$ cat config.mk
export PLATFORM = sky130hd
export DESIGN_NAME = dsp_alu_sched
export DESIGN_NICKNAME = d
export VERILOG_FILES = /design/src/rtl/dsp_sched_pkg.sv /design/src/rtl/rr_arbiter.sv /design/src/rtl/dsp_alu_sched.sv
export SDC_FILE = /design/constraint.sdc
export NUM_CORES = 1
export LEC_CHECK = 0
export ABC_AREA = 1
export BUFFER_PORTS_ARGS = -buffer_cell sky130_fd_sc_hd__buf_2
export CORE_AREA = 2 2 233 235
export CTS_CLUSTER_DIAMETER = 40
export DETAILED_ROUTE_END_ITERATION = 10
export DIE_AREA = 0 0 235 237
export GPL_ROUTABILITY_DRIVEN = 1
export PLACE_DENSITY_LB_ADDON = 0.2
export SLEW_MARGIN = 20
export SYNTH_ARGS = -nofsm -noshare
export SYNTH_HDL_FRONTEND = slang
export SYNTH_SLANG_ARGS = --single-unit
$ cat constraint.sdc
create_clock -name clock -period 3.4 [get_ports clock]
set_input_delay 0.17 -clock clock [delete_from_list [all_inputs] [get_ports clock]]
set_output_delay 0.17 -clock clock [all_outputs]
set_load 0.02 [all_outputs]
$ cat src/rtl/dsp_sched_pkg.sv
// Shared types and DSP48E2 control constants for the add/sub scheduler.
// OPMODE_ADDSUB is the static OPMODE the DSP wrapper ties off for C +/- (A:B).
package dsp_sched_pkg;

    typedef enum logic {
        ADD = 1'b0,
        SUB = 1'b1
    } op_t;

    typedef enum logic [1:0] {
        RUN   = 2'd0,
        DRAIN = 2'd1,
        DONE  = 2'd2
    } state_t;

    localparam logic [3:0] ALUMODE_ADD   = 4'b0000;
    localparam logic [3:0] ALUMODE_SUB   = 4'b0011;
    localparam logic [8:0] OPMODE_ADDSUB = 9'b000110011;

    function automatic logic [3:0] alumode_of(input op_t op);
        return (op == SUB) ? ALUMODE_SUB : ALUMODE_ADD;
    endfunction

endpackage

$ cat src/rtl/rr_arbiter.sv
// Round-robin arbiter: combinational one-hot grant from the request vector,
// priority pointer advances past the winner only on an accepted transfer.
module rr_arbiter #(
    parameter int unsigned num_req = 4,
    localparam int unsigned IdW = $clog2(num_req)
) (
    input  logic               clock,
    input  logic               reset,
    input  logic               en,
    input  logic [num_req-1:0] req,
    output logic [num_req-1:0] gnt,
    output logic               accept,
    output logic [IdW-1:0]     gnt_id
);

    logic [IdW-1:0] ptr_q, ptr_d;
    logic [IdW-1:0] cand;

    always_comb begin
        gnt    = '0;
        accept = 1'b0;
        gnt_id = '0;
        cand   = '0;
        for (int unsigned i = 0; i < num_req; i++) begin
            cand = IdW'((32'(ptr_q) + i) % num_req);
            if (en && !accept && req[cand]) begin
                gnt[cand] = 1'b1;
                accept    = 1'b1;
                gnt_id    = cand;
            end
        end
        ptr_d = accept ? IdW'((32'(gnt_id) + 32'd1) % num_req) : ptr_q;
    end

    always_ff @(posedge clock) begin
        if (!reset) begin
            ptr_q <= '0;
        end else begin
            ptr_q <= ptr_d;
        end
    end

endmodule

$ cat src/rtl/dsp_alu_sched.sv
// Shares one DSP48E2 add/sub datapath among num_req requesters: registers the
// granted operands toward the DSP and returns each result tagged with its id.
module dsp_alu_sched
    import dsp_sched_pkg::*;
#(
    parameter int unsigned width   = 48,
    parameter int unsigned num_req = 4,
    parameter int unsigned latency = 1,
    localparam int unsigned IdW  = $clog2(num_req),
    localparam int unsigned CntW = $clog2(latency + 2)
) (
    input  logic                     clock,
    input  logic                     reset,
    input  logic [num_req-1:0]       req_valid,
    output logic [num_req-1:0]       req_ready,
    input  logic [num_req-1:0]       req_op,
    input  logic [num_req*width-1:0] req_a,
    input  logic [num_req*width-1:0] req_b,
    output logic [3:0]               dsp_alumode,
    output logic [width-1:0]         dsp_c,
    output logic [width-1:0]         dsp_ab,
    input  logic [width-1:0]         dsp_y,
    output logic                     resp_valid,
    output logic [IdW-1:0]           resp_id,
    output logic [width-1:0]         resp_y,
    output logic [CntW-1:0]          in_flight,
    input  logic                     flush,
    output logic                     flush_done
);

    if (width < 1 || width > 48) begin : g_bad_width
        $error("dsp_alu_sched: width must be 1..48");
    end
    if (num_req < 2 || num_req > 8) begin : g_bad_num_req
        $error("dsp_alu_sched: num_req must be 2..8");
    end
    if (latency > 4) begin : g_bad_latency
        $error("dsp_alu_sched: latency must be 0..4");
    end

    logic [width-1:0] a_arr [num_req];
    logic [width-1:0] b_arr [num_req];

    for (genvar g = 0; g < num_req; g++) begin : g_unpack
        assign a_arr[g] = req_a[g*width +: width];
        assign b_arr[g] = req_b[g*width +: width];
    end

    state_t                       state_q, state_d;
    logic   [width-1:0]           c_q, c_d;
    logic   [width-1:0]           ab_q, ab_d;
    logic   [3:0]                 alumode_q, alumode_d;
    // Stage 0 is the issue stage (aligned with dsp_*), stage `latency` is the output.
    logic   [latency:0]           tag_vld_q, tag_vld_d;
    logic   [latency:0][IdW-1:0]  tag_id_q, tag_id_d;
    logic   [CntW-1:0]            cnt_q, cnt_d;

    logic               arb_en;
    logic               accept;
    logic [IdW-1:0]     grant_id;

    // Grants stop in the very cycle flush rises, and during a reset cycle.
    assign arb_en = reset && !flush && (state_q == RUN);

    rr_arbiter #(
        .num_req (num_req)
    ) u_arb (
        .clock  (clock),
        .reset  (reset),
        .en     (arb_en),
        .req    (req_valid),
        .gnt    (req_ready),
        .accept (accept),
        .gnt_id (grant_id)
    );

    always_comb begin
        c_d       = c_q;
        ab_d      = ab_q;
        alumode_d = alumode_q;
        if (accept) begin
            c_d       = a_arr[grant_id];
            ab_d      = b_arr[grant_id];
            alumode_d = alumode_of(op_t'(req_op[grant_id]));
        end

        tag_vld_d    = '0;
        tag_id_d     = '0;
        tag_vld_d[0] = accept;
        tag_id_d[0]  = accept ? grant_id : '0;
        for (int unsigned i = 1; i <= latency; i++) begin
            tag_vld_d[i] = tag_vld_q[i-1];
            tag_id_d[i]  = tag_id_q[i-1];
        end

        cnt_d = cnt_q;
        case ({accept, resp_valid})
            2'b10:   cnt_d = cnt_q + CntW'(1);
            2'b01:   cnt_d = cnt_q - CntW'(1);
            default: cnt_d = cnt_q;
        endcase
    end

    always_comb begin
        state_d = state_q;
        case (state_q)
            RUN: begin
                if (flush) state_d = DRAIN;
            end
            DRAIN: begin
                if (!flush) begin
                    state_d = RUN;
                end else if (cnt_q == '0) begin
                    state_d = DONE;
                end
            end
            DONE: begin
                if (!flush) state_d = RUN;
            end
            default: state_d = RUN;
        endcase
    end

    always_ff @(posedge clock) begin
        if (!reset) begin
            state_q   <= RUN;
            c_q       <= '0;
            ab_q      <= '0;
            alumode_q <= ALUMODE_ADD;
            tag_vld_q <= '0;
            tag_id_q  <= '0;
            cnt_q     <= '0;
        end else begin
            state_q   <= state_d;
            c_q       <= c_d;
            ab_q      <= ab_d;
            alumode_q <= alumode_d;
            tag_vld_q <= tag_vld_d;
            tag_id_q  <= tag_id_d;
            cnt_q     <= cnt_d;
        end
    end

    assign dsp_c       = c_q;
    assign dsp_ab      = ab_q;
    assign dsp_alumode = alumode_q;
    assign resp_valid  = tag_vld_q[latency];
    assign resp_id     = tag_id_q[latency];
    assign resp_y      = dsp_y;
    assign in_flight   = cnt_q;
    assign flush_done  = (state_q == DONE);

endmodule

# Word-level counts from Yosys, hierarchy flattened
# Cells that the tools add are included.
# Widths: inputs -> output; s select.
[word_totals]
ff_bits = 112
input_bits = 443
out_inout_bits = 158
wordCells = 101
[op_classes]
n_addsub = 6
n_lt_le_gt_ge = 10
eq_ne = 7
mux = 43
bitwise = 4
n_reduce_logical = 22
[op_table]
columns = ["cell", "n"]
rows = [
  ["$bmux 48 s2", 2],
  ["$mux 48", 4],
  ["$mux 2", 9],
  ["$mux 4", 4],
  ["$lt 2x3->1 const B", 5],
  ["$logic_and 1x1->1", 13],
  ["$mux 1", 13],
  ["$or 4x4->4", 3],
  ["$bmux 1 s2", 5],
  ["$demux 1 s2", 4],
  ["$ge 2x1->1 const B", 4],
  ["$add 2x1->2 const B", 3],
  ["$pmux 2 s3", 1],
  ["$add 2x2->2 const B", 2],
  ["$eq 2x1->1 const B", 2],
  ["$eq 2x2->1 const B", 2],
  ["$logic_not 1->1", 4],
  ["$logic_not 2->1", 2],
  ["$ne 2x2->1 const B", 2],
  ["$pmux 2 s2", 1],
  ["$ge 3x3->1 const B", 1],
  ["$ne 3x3->1 const B", 1],
  ["$not 2->3", 1],
  ["$reduce_and 3->1", 1],
  ["3 further kinds", 3],
]

# Logic depth before layout (Yosys ltp)
# Gate-level depths: netlist of run 1.
[depth]
ltp_word = 21
ltp_mapped = 19
ltp_nobuf = 16

# Modules after synthesis
# From an unflattened synthesis of run 1, not the netlist that was laid out.
[unflattened]
cells_unflattened = 1250
hier_area_um2 = 7609.8
[by_module_without_submodules]
columns = ["mod", "instances", "cells_per_inst", "area_per_inst_um2", "seq_area_each_um2"]
rows = [
  ["dsp_alu_sched", 1, 1162, 7026.7, 2142.1],
  ["rr_arbiter", 1, 88, 583.1, 40.0],
]

# Worst setup path before layout of run 1
# No wires, ideal clock.
[synth_path]
kind = "register -> register"
start = "reg u_arb.ptr_q[0]"
end = "reg cnt_q[1] (netlist: in_flight[1])"
setup_time_ns = 0.122
arrival_ns = 2.671
t_required_ns = 3.278
slack_ns = 0.607
path_stages_with_launch = 19
path_buffers = 3
period_less_slack_ns = 2.793
path_cell_list = "dfxtp_1 -> buf_4 -> inv_2 -> ha_1 -> inv_1 -> nand3_1 -> nand2_2 -> nand4_4 -> nor2_2 -> inv_2 -> nand3_2 -> buf_4 -> buf_4 -> inv_1 -> ha_1 -> a21oi_1 -> o21ai_0 -> o21ai_0 -> a21oi_1"
[synth_between]
elab_chain_cells = 18
word_cells_on_any_way = 29
cone_classes = "add/sub (3); eq/ne (2); mux (13); reduce/logical (11)"
[synth_rtl]
columns = ["element", "line_no", "rtl"]
rows = [
  ["from (decl)", "rr_arbiter.sv:16", "logic [IdW-1:0] ptr_q, ptr_d;"],
  ["from (signal assigned)", "rr_arbiter.sv:39", "ptr_q <= ptr_d;"],
  ["$bmux 1 s2", "rr_arbiter.sv:26", "if (en && !accept && req[cand]) begin"],
  ["$mux 1 (not written as such)", "rr_arbiter.sv:26", ""],
  ["$logic_and 1x1->1", "rr_arbiter.sv:26", ""],
  ["$mux 1", "rr_arbiter.sv:26", ""],
  ["$logic_not 1->1", "rr_arbiter.sv:26", ""],
  ["$logic_and 1x1->1 (2 in a row)", "rr_arbiter.sv:26", ""],
  ["$mux 1", "rr_arbiter.sv:26", ""],
  ["$logic_not 1->1", "rr_arbiter.sv:26", ""],
  ["$logic_and 1x1->1 (2 in a row)", "rr_arbiter.sv:26", ""],
  ["$mux 1", "rr_arbiter.sv:26", ""],
  ["$logic_not 1->1", "rr_arbiter.sv:26", ""],
  ["$logic_and 1x1->1 (2 in a row)", "rr_arbiter.sv:26", ""],
  ["$mux 1 *", "rr_arbiter.sv:26", ""],
  ["$eq 2x1->1 / $eq 2x2->1 (equally long branches)", "dsp_alu_sched.sv:97", "case ({accept, resp_valid})"],
  ["$pmux 2 s2 / $reduce_bool 2->1 (equally long branches)", "--", ""],
  ["to (signal assigned)", "dsp_alu_sched.sv:140", "cnt_q <= cnt_d;"],
  ["to (decl)", "dsp_alu_sched.sv:56", "logic [CntW-1:0] cnt_q, cnt_d;"],
]
# Mark *: on every way between the ends. The rest lies on a longest branch, timed or not. The select of a mux whose other input is x is not followed.
# A chain may end at the register's enable or synchronous reset.

# Worst setup path after layout of run 1
[layout_path]
start = "reg u_arb.ptr_q[0]"
end = "reg ab_q[12] (netlist: dsp_ab[12])"
[layout_between]
elab_chain_cells = 20
word_cells_on_any_way = 33
cone_classes = "add/sub (3); mux (19); bitwise (1); reduce/logical (10)"
[layout_rtl]
columns = ["element", "line_no", "rtl"]
rows = [
  ["$bmux 1 s2", "rr_arbiter.sv:26", ""],
  ["$mux 1 (not written as such)", "rr_arbiter.sv:26", ""],
  ["$logic_and 1x1->1", "rr_arbiter.sv:26", ""],
  ["$mux 1", "rr_arbiter.sv:26", ""],
  ["$logic_not 1->1", "rr_arbiter.sv:26", ""],
  ["$logic_and 1x1->1 (2 in a row)", "rr_arbiter.sv:26", ""],
  ["$mux 1", "rr_arbiter.sv:26", ""],
  ["$logic_not 1->1", "rr_arbiter.sv:26", ""],
  ["$logic_and 1x1->1 (2 in a row)", "rr_arbiter.sv:26", ""],
  ["$mux 1", "rr_arbiter.sv:26", ""],
  ["$logic_not 1->1", "rr_arbiter.sv:26", ""],
  ["$logic_and 1x1->1 (2 in a row)", "rr_arbiter.sv:26", ""],
  ["$mux 2", "rr_arbiter.sv:26", ""],
  ["$not 2->3 (not written as such)", "dsp_alu_sched.sv:83", "ab_d = b_arr[grant_id];"],
  ["$bmux 48 s2", "dsp_alu_sched.sv:83", ""],
  ["$mux 48 (not written as such) (2 in a row)", "dsp_alu_sched.sv:83", ""],
  ["to (signal assigned)", "dsp_alu_sched.sv:128", "ab_q <= '0;"],
  ["to (signal assigned)", "dsp_alu_sched.sv:136", "ab_q <= ab_d;"],
  ["to (decl)", "dsp_alu_sched.sv:51", "logic [width-1:0] ab_q, ab_d;"],
]
# Several ways; a longest one is shown, not always the timed one. The select of a mux whose other input is x is not followed.

==> results of run 1 <==
## stage by stage
stage,utilization,setup slack (ns)
6_report,0.2361,0.3158
5_1_grt,0.2361,0.03732
4_1_cts,0.2361,0.3312
3_5_place_dp,0.2303,0.3442
3_3_place_gp,0.2303,0.3904
2_1_floorplan,-,0.6065
## cells by family after synthesis
| kind of cell | count (synthesis) |
|---|---|
| adders and majority gates | 5 |
| AOI/OAI and AO/OA | 116 |
| DFF | 109 |
| buffers and inverters | 577 |
| and+or+nand+nor | 935 |
| other | 1 |
## routing by layer
metal  part of all wire  track usage  vias to the layer above  wire [um]
met5             0.0017            0                        -         73
met4              0.015      0.04047                       12        642
met3              0.073      0.04080                       41       3186
met2               0.49       0.2689                      473      21210
met1               0.42       0.1794                     5145      18260
li1                   -            -                     5943          -
## layout by cell type (no fill, tap or decap), types with 6 or more instances in the layout
cell,count
nand2_1,511
buf_2,501
inv_1,404
nand3_1,396
dfxtp_1,109
o21ai_0,104
buf_12,14
clkbuf_16,9
buf_4,9
nor2_1,6
## registers in the layout, summed over array words and instances (netlist names)
signal and flops:
dsp_ab 48, dsp_alumode 1, dsp_c 48, in_flight 2, resp_id 2, state_q 2
tag_id_d 2, tag_vld_q 2, u_arb.ptr_q 2
## tightest hold or removal path, stage by stage
cell,delay [ns]
buf_2,0.10
inv_1,0.08
a21oi_1,0.05
## power breakdown
group | leakage, nW | internal [mW] | switching (mW)
Clock | 0.149 | 0.599 | 0.594
Sequential | 0.899 | 1.81 | 0.288
Combinational | 7.25 | 2.31 | 5.03
Total | 8.30 | 4.72 | 5.91
## area by class of cell
type / count / area [um2] / area share
Antenna cell: 1 / 2.502 / 0.0001989
Inverter: 410 / 1541 / 0.1225
Clock buffer: 10 / 239.0 / 0.01900
Clock inverter: 6 / 68.82 / 0.005470
Timing Repair Buffer: 524 / 2855 / 0.2270
Tap cell: 696 / 870.8 / 0.06922
Multi-Input combinational cell: 1058 / 4821 / 0.3832
Sequential cell: 109 / 2182 / 0.1734
## synthesized netlist by cell type
cell	instances
nand3_2	6
buf_2	62
nand4_1	1
dfxtp_1	109
nand2_2	5
inv_2	6
o21ai_1	1
nor4_1	1
a221oi_1	4
buf_4	62
nor2_2	3
nand2_4	2
clkbuf_1	24
nand4_2	1
nand2_1	511
nor3_1	1
o21ai_4	1
o21ai_0	104
conb_1	1
a211oi_1	1
nand3_1	396
buf_1	3
ha_1	5
nor2_4	1
a21oi_1	5
nor2_1	6
nand4_4	1
inv_1	404
buf_6	16
## path summary, 6_finish.rpt
check / startpoint / end / depth (start not counted)
worst min-delay path: flush / state_q[1] / 3
worst min register to register: tag_id_d[2] / resp_id[0] / 2
worst max register to register: u_arb.ptr_q[0] / dsp_ab[12] / 14
worst max-delay path: u_arb.ptr_q[0] / dsp_ab[12] / 14
==> impl_metrics.csv, run 1 <==
group,metric,value,unit
critical_path,cp_common_cell,"nand3_1",
critical_path,crit_family,"simple AND/OR/NAND/NOR gates",
grt,grt-ovfl-total,0,
sta,whs,0.06138,ns
sta,fin_crit,3.084,ns
critical_path,cp_data_arrival_time,3.38,ns
detailed_routing,wire_per_inst,15.41,um
cts,numCtsBuffers,9,
yosys,synth_top_family_by_area,"simple AND/OR/NAND/NOR gates",
sta,hold_viol_final,0,
yosys,yosys.area_share.simple,0.4302,
floorplan,rows,85,
place,gp_congestion,0.8753,
detailed_routing,drt_first_pass_iters,4,
detailed_routing,antenna_left,0,
sta,timing.fmax,324.2,MHz
worst_hold_path,hp-class,"input port to flip-flop",
yosys,synth_xor_area_frac,0,
sta,setup_viol,0,
cts,clockBufferDepth,2,
grt,antenna_found_initial,7,
sta,rsz0062_at_grt,"no",
floorplan,core,53280,um2
yosys,synth-warning-count,0,
detailed_routing,via_per_inst,4.127,
cts,cts_setup_buffers,0,
cts,clk_pin_slew,0.08,ns
yosys,syn_avg_cell_area,5.491,um2
cells_and_area,syn_to_final_growth,31.44,%
yosys,yosysTopAreaCell,"dfxtp_1",
detailed_routing,via_count,11614,
cells_and_area,final_area,12580,um2
detailed_routing,initialDrtViolationCount,407,
place,hpwl,33190,um
sta,slew_headroom,0.5790,
yosys,synth_top_area_frac,0.2280,
power_and_ir_drop,powerDensity,845.4,nW/um2
yosys,synth_cell_type_count,29,
floorplan,die_w,235,um
place,dp_cells,2797,
power_and_ir_drop,ir_drop,0.0004950,V
place,port_buffers,502,
sta,tightest_slew,0.6315,ns
cts,htree_levels,3,
yosys,synth_cells,1743,
critical_path,crit_chain,"inv_2 > ha_1 > inv_1 > nand3_1 > nand2_2 > nand4_2 > nand3_4 > buf_12 > buf_4 > nand3_1 > nand3_1 > nand3_1 > nand2_1 > inv_1",
grt,grt_usage,0.1517,
critical_path,endpoint_kind,"flip-flop",
critical_path,rrSetupSlack,0.32,ns
power_and_ir_drop,finalPower,10.64,mW
critical_path,crit_fanout,85,
cts,cts_root_buffer,"clkbuf_16",
cts,holdBufCountCts,0,
yosys,seq_area_frac_synth,0.2280,
grt,grt_max_degree,106,
cells_and_area,nets,2560,
floorplan,initial_utilization,0.1796,
floorplan,ios,601,
floorplan,dieHeight,237,um
sta,final.period_utilization,0.9071,
detailed_routing,drc_errors,0,
sta,skew,0.01045,ns
critical_path,cp-start-kind,"flip-flop",
yosys,syn_area,9572,um2
cts,cts_tree,"done",
critical_path,crit_type,"flip-flop to flip-flop",
outcome,status,"finished, final reports clean",
floorplan,die_area,55700,um2
yosys,synth.area.mux_share,0,
cells_and_area,drive_gt1_frac,0.2674,
cts,clock_latency,0.39,ns
power_and_ir_drop,p_leak,8.300,nW
yosys,synth_compound_area_frac,0.06366,
place,dpl_cell_area,12270,um2
detailed_routing,routed_wl,43370,um
yosys,synthAdderAreaFrac,0.006536,
cells_and_area,nFillCells,6277,
critical_path,path_buf_inv,5,
cts,clock-sinks,109,
grt,grt_pass1_vias,11486,
sta,drv_slew,0,
sta,setup_tns,0,ns
cts,cts-resized-gates,0,
grt,grt_pass1_wl,66220,um
yosys,ys_top_cells_by_area,"dfxtp_1, nand3_1, nand2_1, inv_1, o21ai_0",
cells_and_area,fin_cells,2814,
critical_path,critPathMaxStageDelay,0.56,ns
critical_path,cp.required,3.69,ns
run,maxCapViolations,0,
yosys,synth_seq_cells,109,
critical_path,cp_slowest_cell,"dfxtp_1",
No activity file was read; power rests on OpenSTA's default activity.
==> run 2: changes to the inputs <==
BUFFER_PORTS_ARGS = -buffer_cell sky130_fd_sc_hd__buf_4   (was -buffer_cell sky130_fd_sc_hd__buf_2)
==> impl_metrics.csv, run 2 (same netlist as run 1, synthesis figures left out) <==
group,metric,value,unit
cells_and_area,final_core_util,0.2577,
floorplan,core,53280,um2
critical_path,cp_data_arrival_time,3.40,ns
worst_hold_path,hold_path_depth,3,
cts,htree_levels,3,
critical_path,cp.required,3.74,ns
detailed_routing,routed_wl,44830,um
sta,final.period_utilization,0.9000,
cts,cts_root_buffer,"clkbuf_16",
run,maxCapViolations,0,
sta,tightest_slew,0.7699,ns
cells_and_area,layout_commonest_cell,"nand2_1",
critical_path,endpoint_kind,"flip-flop",
cts,cts_setup_buffers,0,
grt,grt-ovfl-total,0,
power_and_ir_drop,ir_drop,0.0007336,V
grt,grt_max_degree,128,
grt,grt_usage,0.1575,
sta,fin_ws,0.3400,ns
grt,met1_usage,0.1872,
worst_hold_path,hold_path_end,"state_q[1]",
critical_path,path_buf_inv,4,
worst_hold_path,min-delay-start,"flush",
sta,timing.fmax,326.8,MHz
critical_path,crit_chain,"inv_2 > ha_1 > inv_1 > nand3_1 > nand2_2 > nand4_4 > o21ai_4 > buf_4 > nand3_1 > nand2_1 > nand2_1 > nand3_1 > nand2_1 > inv_1",
detailed_routing,via_per_inst,4.161,
cells_and_area,final_area,13730,um2
critical_path,crit_family,"simple AND/OR/NAND/NOR gates",
critical_path,reg2reg_to,"dsp_c[0]",
sta,slew_headroom,0.4867,
floorplan,rows,85,
cts,cts_tree,"done",
critical_path,crit_type,"flip-flop to flip-flop",
cells_and_area,final_cell_mix,"nand2_1, buf_4, inv_1",
grt,grtUsageMet3,0.04675,
detailed_routing,antenna_left,0,
cts,clk_pin_slew,0.08,ns
place,port_buffers,502,
cts,clock_latency,0.39,ns
floorplan,initial_utilization,0.1796,
cts,clock-sinks,109,
critical_path,critPathMaxStageDelay,0.56,ns
power_and_ir_drop,powerDensity,803.4,nW/um2
cells_and_area,antenna_cells,0,
sta,fin_crit,3.060,ns
grt,antenna_found_initial,1,
grt,use_met2,0.2637,
sta,drv_slew,0,
critical_path,reg2reg_depth,14,
cells_and_area,nets,2553,
cells_and_area,syn_to_final_growth,43.48,%
sta,rsz0062_at_grt,"no",
place,dpl_cell_area,13400,um2
floorplan,die_area,55700,um2
worst_hold_path,hp-class,"input port to flip-flop",
critical_path,crit_fanout,56,
grt,grt_pass1_wl,68030,um
cts,clockBufferDepth,2,
sta,setup_viol,0,
critical_path,rr_startpoint,"u_arb.ptr_q[1]",
floorplan,die_w,235,um
power_and_ir_drop,p_leak,8.616,nW
cells_and_area,drive_gt1_frac,0.2646,
sta,skew,0.008934,ns
outcome,status,"finished, final reports clean",
place,dpl_worst_slack,0.1783,ns
critical_path,rrSetupSlack,0.34,ns
detailed_routing,drt_first_pass_iters,4,
floorplan,ios,601,
power_and_ir_drop,finalPower,11.03,mW
grt,grt_pass1_vias,11549,
critical_path,cp_slowest_cell,"buf_4",
critical_path,cp-start-kind,"flip-flop",
cts,numCtsBuffers,9,
detailed_routing,via_count,11671,
floorplan,dieHeight,237,um
detailed_routing,initialDrtViolationCount,500,
place,gp_congestion,0.8689,
detailed_routing,wire_per_inst,15.98,um
grt,grt-busiest-layer,"met2",
sta,setup_tns,0,ns
sta,hold_viol_final,0,
detailed_routing,drc_errors,0,
place,hpwl,33560,um
run 2: changes by cell type in the layout (fill, tap and decap cells not counted), moves of 2 or more:
cell,before,now
buf_4,9,509
buf_12,14,8
clkbuf_8,1,3
buf_2,501,0
run 2: worst max-delay path by stage:
stage | from | to | slack [ns] | cells after the start
after floorplan | u_arb.ptr_q[0] | in_flight[1] | 0.61 | 18
after global placement | u_arb.ptr_q[1] | dsp_c[7] | 0.31 | 16
after detailed placement | u_arb.ptr_q[1] | dsp_c[13] | 0.18 | 16
after CTS | u_arb.ptr_q[1] | dsp_ab[44] | 0.15 | 16
after global routing | u_arb.ptr_q[1] | dsp_c[5] | 0.05 | 16
final | u_arb.ptr_q[1] | dsp_c[0] | 0.34 | 14
run 2: report_power, final:
group,leakage [nW],internal [mW],switching (mW)
combinational,7.56,2.57,5.08
sequential,0.899,1.81,0.304
clock,0.161,0.703,0.556
run 2: through the flow:
step | hold WS [ns] | instances
after global placement | 0.3401 | 2790
final | 0.05123 | 2805
after detailed placement | 0.3401 | 2790
after global routing | 0.05723 | 2805
after CTS | 0.01729 | 2805
after floorplan | 0.3206 | 1744
run 2: layout make-up:
class                      count  area (um2)
clock buffer                  12       266.5
sequential                   109        2182
fill                        6135       39550
timing repair buffer         517        3981
multi-input combinational   1058        4821
inverter                     410        1544
clock inverter                 3       67.56
tap                          696       870.8
run 2: what timing repair did:
action / in CTS / in global routing
setup endpoints to repair: 0 / 43
resized for setup: 0 / 1
hold buffers: 0 / 0
run 2: tightest hold or removal path, delay by kind of cell:
family | cells | cell delay, ns
buffers and inverters | 2 | 0.13
AOI/OAI and AO/OA | 1 | 0.11
run 2: layer usage:
layer,share of wire,vias to the layer above
li1,-,5935
met1,0.42,5213
met2,0.47,472
met3,0.080,51
met4,0.033,0
met5,0,-
==> run 3: changes to the inputs <==
BUFFER_PORTS_ARGS = -buffer_cell sky130_fd_sc_hd__clkbuf_2   (was -buffer_cell sky130_fd_sc_hd__buf_4)
==> impl_metrics.csv, run 3 (same netlist as run 1, synthesis figures left out) <==
group,metric,value,unit
grt,grt-ovfl-total,0,
worst_hold_path,hp-class,"input port to flip-flop",
critical_path,cp-startpoint,"u_arb.ptr_q[1]",
critical_path,crit_fanout,59,
cells_and_area,nets,2557,
critical_path,rr_startpoint,"u_arb.ptr_q[1]",
cts,numCtsBuffers,9,
cts,clock_latency,0.39,ns
outcome,status,"finished, final reports clean",
detailed_routing,drt_first_pass_iters,5,
place,dpl_worst_slack,0.2689,ns
sta,tightest_slew,0.6381,ns
critical_path,endpoint_kind,"flip-flop",
detailed_routing,via_per_inst,4.133,
critical_path,reg2reg_to,"dsp_ab[6]",
place,port_buffers,502,
sta,timing.fmax,325.8,MHz
power_and_ir_drop,p_leak,8.307,nW
grt,antenna_found_initial,1,
power_and_ir_drop,ir_drop,0.0006506,V
cells_and_area,syn_to_final_growth,31.12,%
floorplan,die_w,235,um
floorplan,rows,85,
place,gp_congestion,0.8387,
cts,clock-sinks,109,
detailed_routing,via_count,11609,
detailed_routing,routed_wl,44720,um
sta,slew_headroom,0.5746,
cells_and_area,final_area,12550,um2
cells_and_area,layout_commonest_cell,"nand2_1",
sta,hold_viol_final,0,
detailed_routing,wire_per_inst,15.92,um
floorplan,die_area,55700,um2
sta,setup_tns,0,ns
critical_path,crit_type,"flip-flop to flip-flop",
floorplan,core,53280,um2
sta,rsz0062_at_grt,"no",
grt,grt_pass1_wl,66680,um
cells_and_area,final_cell_mix,"nand2_1, clkbuf_2, inv_1",
critical_path,reg2reg_depth,15,
cts,cts_tree,"done",
floorplan,initial_utilization,0.1796,
sta,setup_viol,0,
power_and_ir_drop,powerDensity,853.3,nW/um2
detailed_routing,antenna_left,0,
sta,drv_slew,0,
worst_hold_path,hold_path_end,"dsp_c[1]",
cells_and_area,final_core_util,0.2356,
worst_hold_path,min-delay-start,"req_a[97]",
cts,clk_pin_slew,0.08,ns
place,dpl_cell_area,12210,um2
detailed_routing,drc_errors,0,
cts,cts_root_buffer,"clkbuf_16",
grt,grt_max_degree,117,
detailed_routing,initialDrtViolationCount,555,
sta,final.period_utilization,0.9028,
sta,fin_ws,0.3306,ns
cts,htree_levels,3,
place,hpwl,33420,um
floorplan,dieHeight,237,um
critical_path,cp_data_arrival_time,3.36,ns
sta,skew,0.007668,ns
floorplan,ios,601,
grt,grt_usage,0.1539,
cts,cts_setup_buffers,0,
critical_path,cp.required,3.69,ns
cts,clockBufferDepth,2,
critical_path,rrSetupSlack,0.33,ns
worst_hold_path,hold_path_depth,7,
cells_and_area,antenna_cells,0,
sta,fin_crit,3.069,ns
cells_and_area,drive_gt1_frac,0.2655,
critical_path,cp-start-kind,"flip-flop",
run,maxCapViolations,0,
grt,grt_pass1_vias,11565,
run 3: cell types whose count changed in the layout (fill, tap and decap cells not counted), moves of 2 or more:
cell and change:
buf_12 +3, clkbuf_8 -2, buf_4 -503, clkbuf_2 +501
run 3: power by group:
| part | leakage, nW | total (mW) | internal, mW | switching [mW] |
|---|---|---|---|---|
| logic | 7.26 | 7.33 | 2.25 | 5.09 |
| registers | 0.899 | 2.16 | 1.82 | 0.347 |
| clock network | 0.152 | 1.21 | 0.662 | 0.551 |
| total | 8.31 | 10.7 | 4.72 | 5.99 |
run 3: layer usage:
layer | vias up | routed length [um] | track usage | part of all wire
met5 | - | 0 | 0 | 0
met4 | 0 | 716 | 0.04239 | 0.016
met3 | 31 | 3194 | 0.03754 | 0.071
met2 | 473 | 21990 | 0.2745 | 0.49
met1 | 5162 | 18820 | 0.1825 | 0.42
li1 | 5943 | - | - | -
run 3: cell type report:
cell class	count	area, um2
multi-input combinational	1058	4821
inverter	410	1541
fill	6305	40730
tap	696	870.8
clock buffer	11	242.7
timing repair buffer	521	2819
sequential	109	2183
clock inverter	4	72.57
run 3: what timing repair did:
item / CTS / global route
endpoints found under the setup margin: 0 / 3
endpoints found under the hold margin: 1 / 0
hold buffers: 1 / 0
resized for setup: 0 / 3
run 3: worst max-delay path, stage by stage, from the launching register on:
cell and delay (ns):
dfxtp_1 0.54, inv_2 0.15, ha_1 0.37, inv_1 0.10
nand3_1 0.11, nand2_2 0.13, nand4_4 0.13, o21ai_4 0.36
nand2_8 0.27, buf_12 0.29, nand2_1 0.09, nand2_1 0.10
nand2_1 0.09, nand3_1 0.09, nand2_1 0.09, inv_1 0.03
run 3: metrics by stage:
stage	cells	hold WS [ns]	power (mW)
floorplan	1744	0.3206	7.379
global placement	2792	0.3401	9.565
detailed placement	2792	0.3401	9.590
CTS	2808	0.1176	10.90
global route	2809	0.1671	11.78
finish	2809	0.1622	10.71
run 3: how the worst max path moves through the flow:
| stage | end | slack, ns |
|---|---|---|
| 3_3_place_gp | dsp_ab[6] | 0.36 |
| 3_5_place_dp | dsp_ab[6] | 0.27 |
| 6_report | dsp_ab[6] | 0.33 |
| 5_1_grt | dsp_ab[6] | 0.03 |
| 2_1_floorplan | in_flight[1] | 0.61 |
| 4_1_cts | dsp_ab[6] | 0.23 |
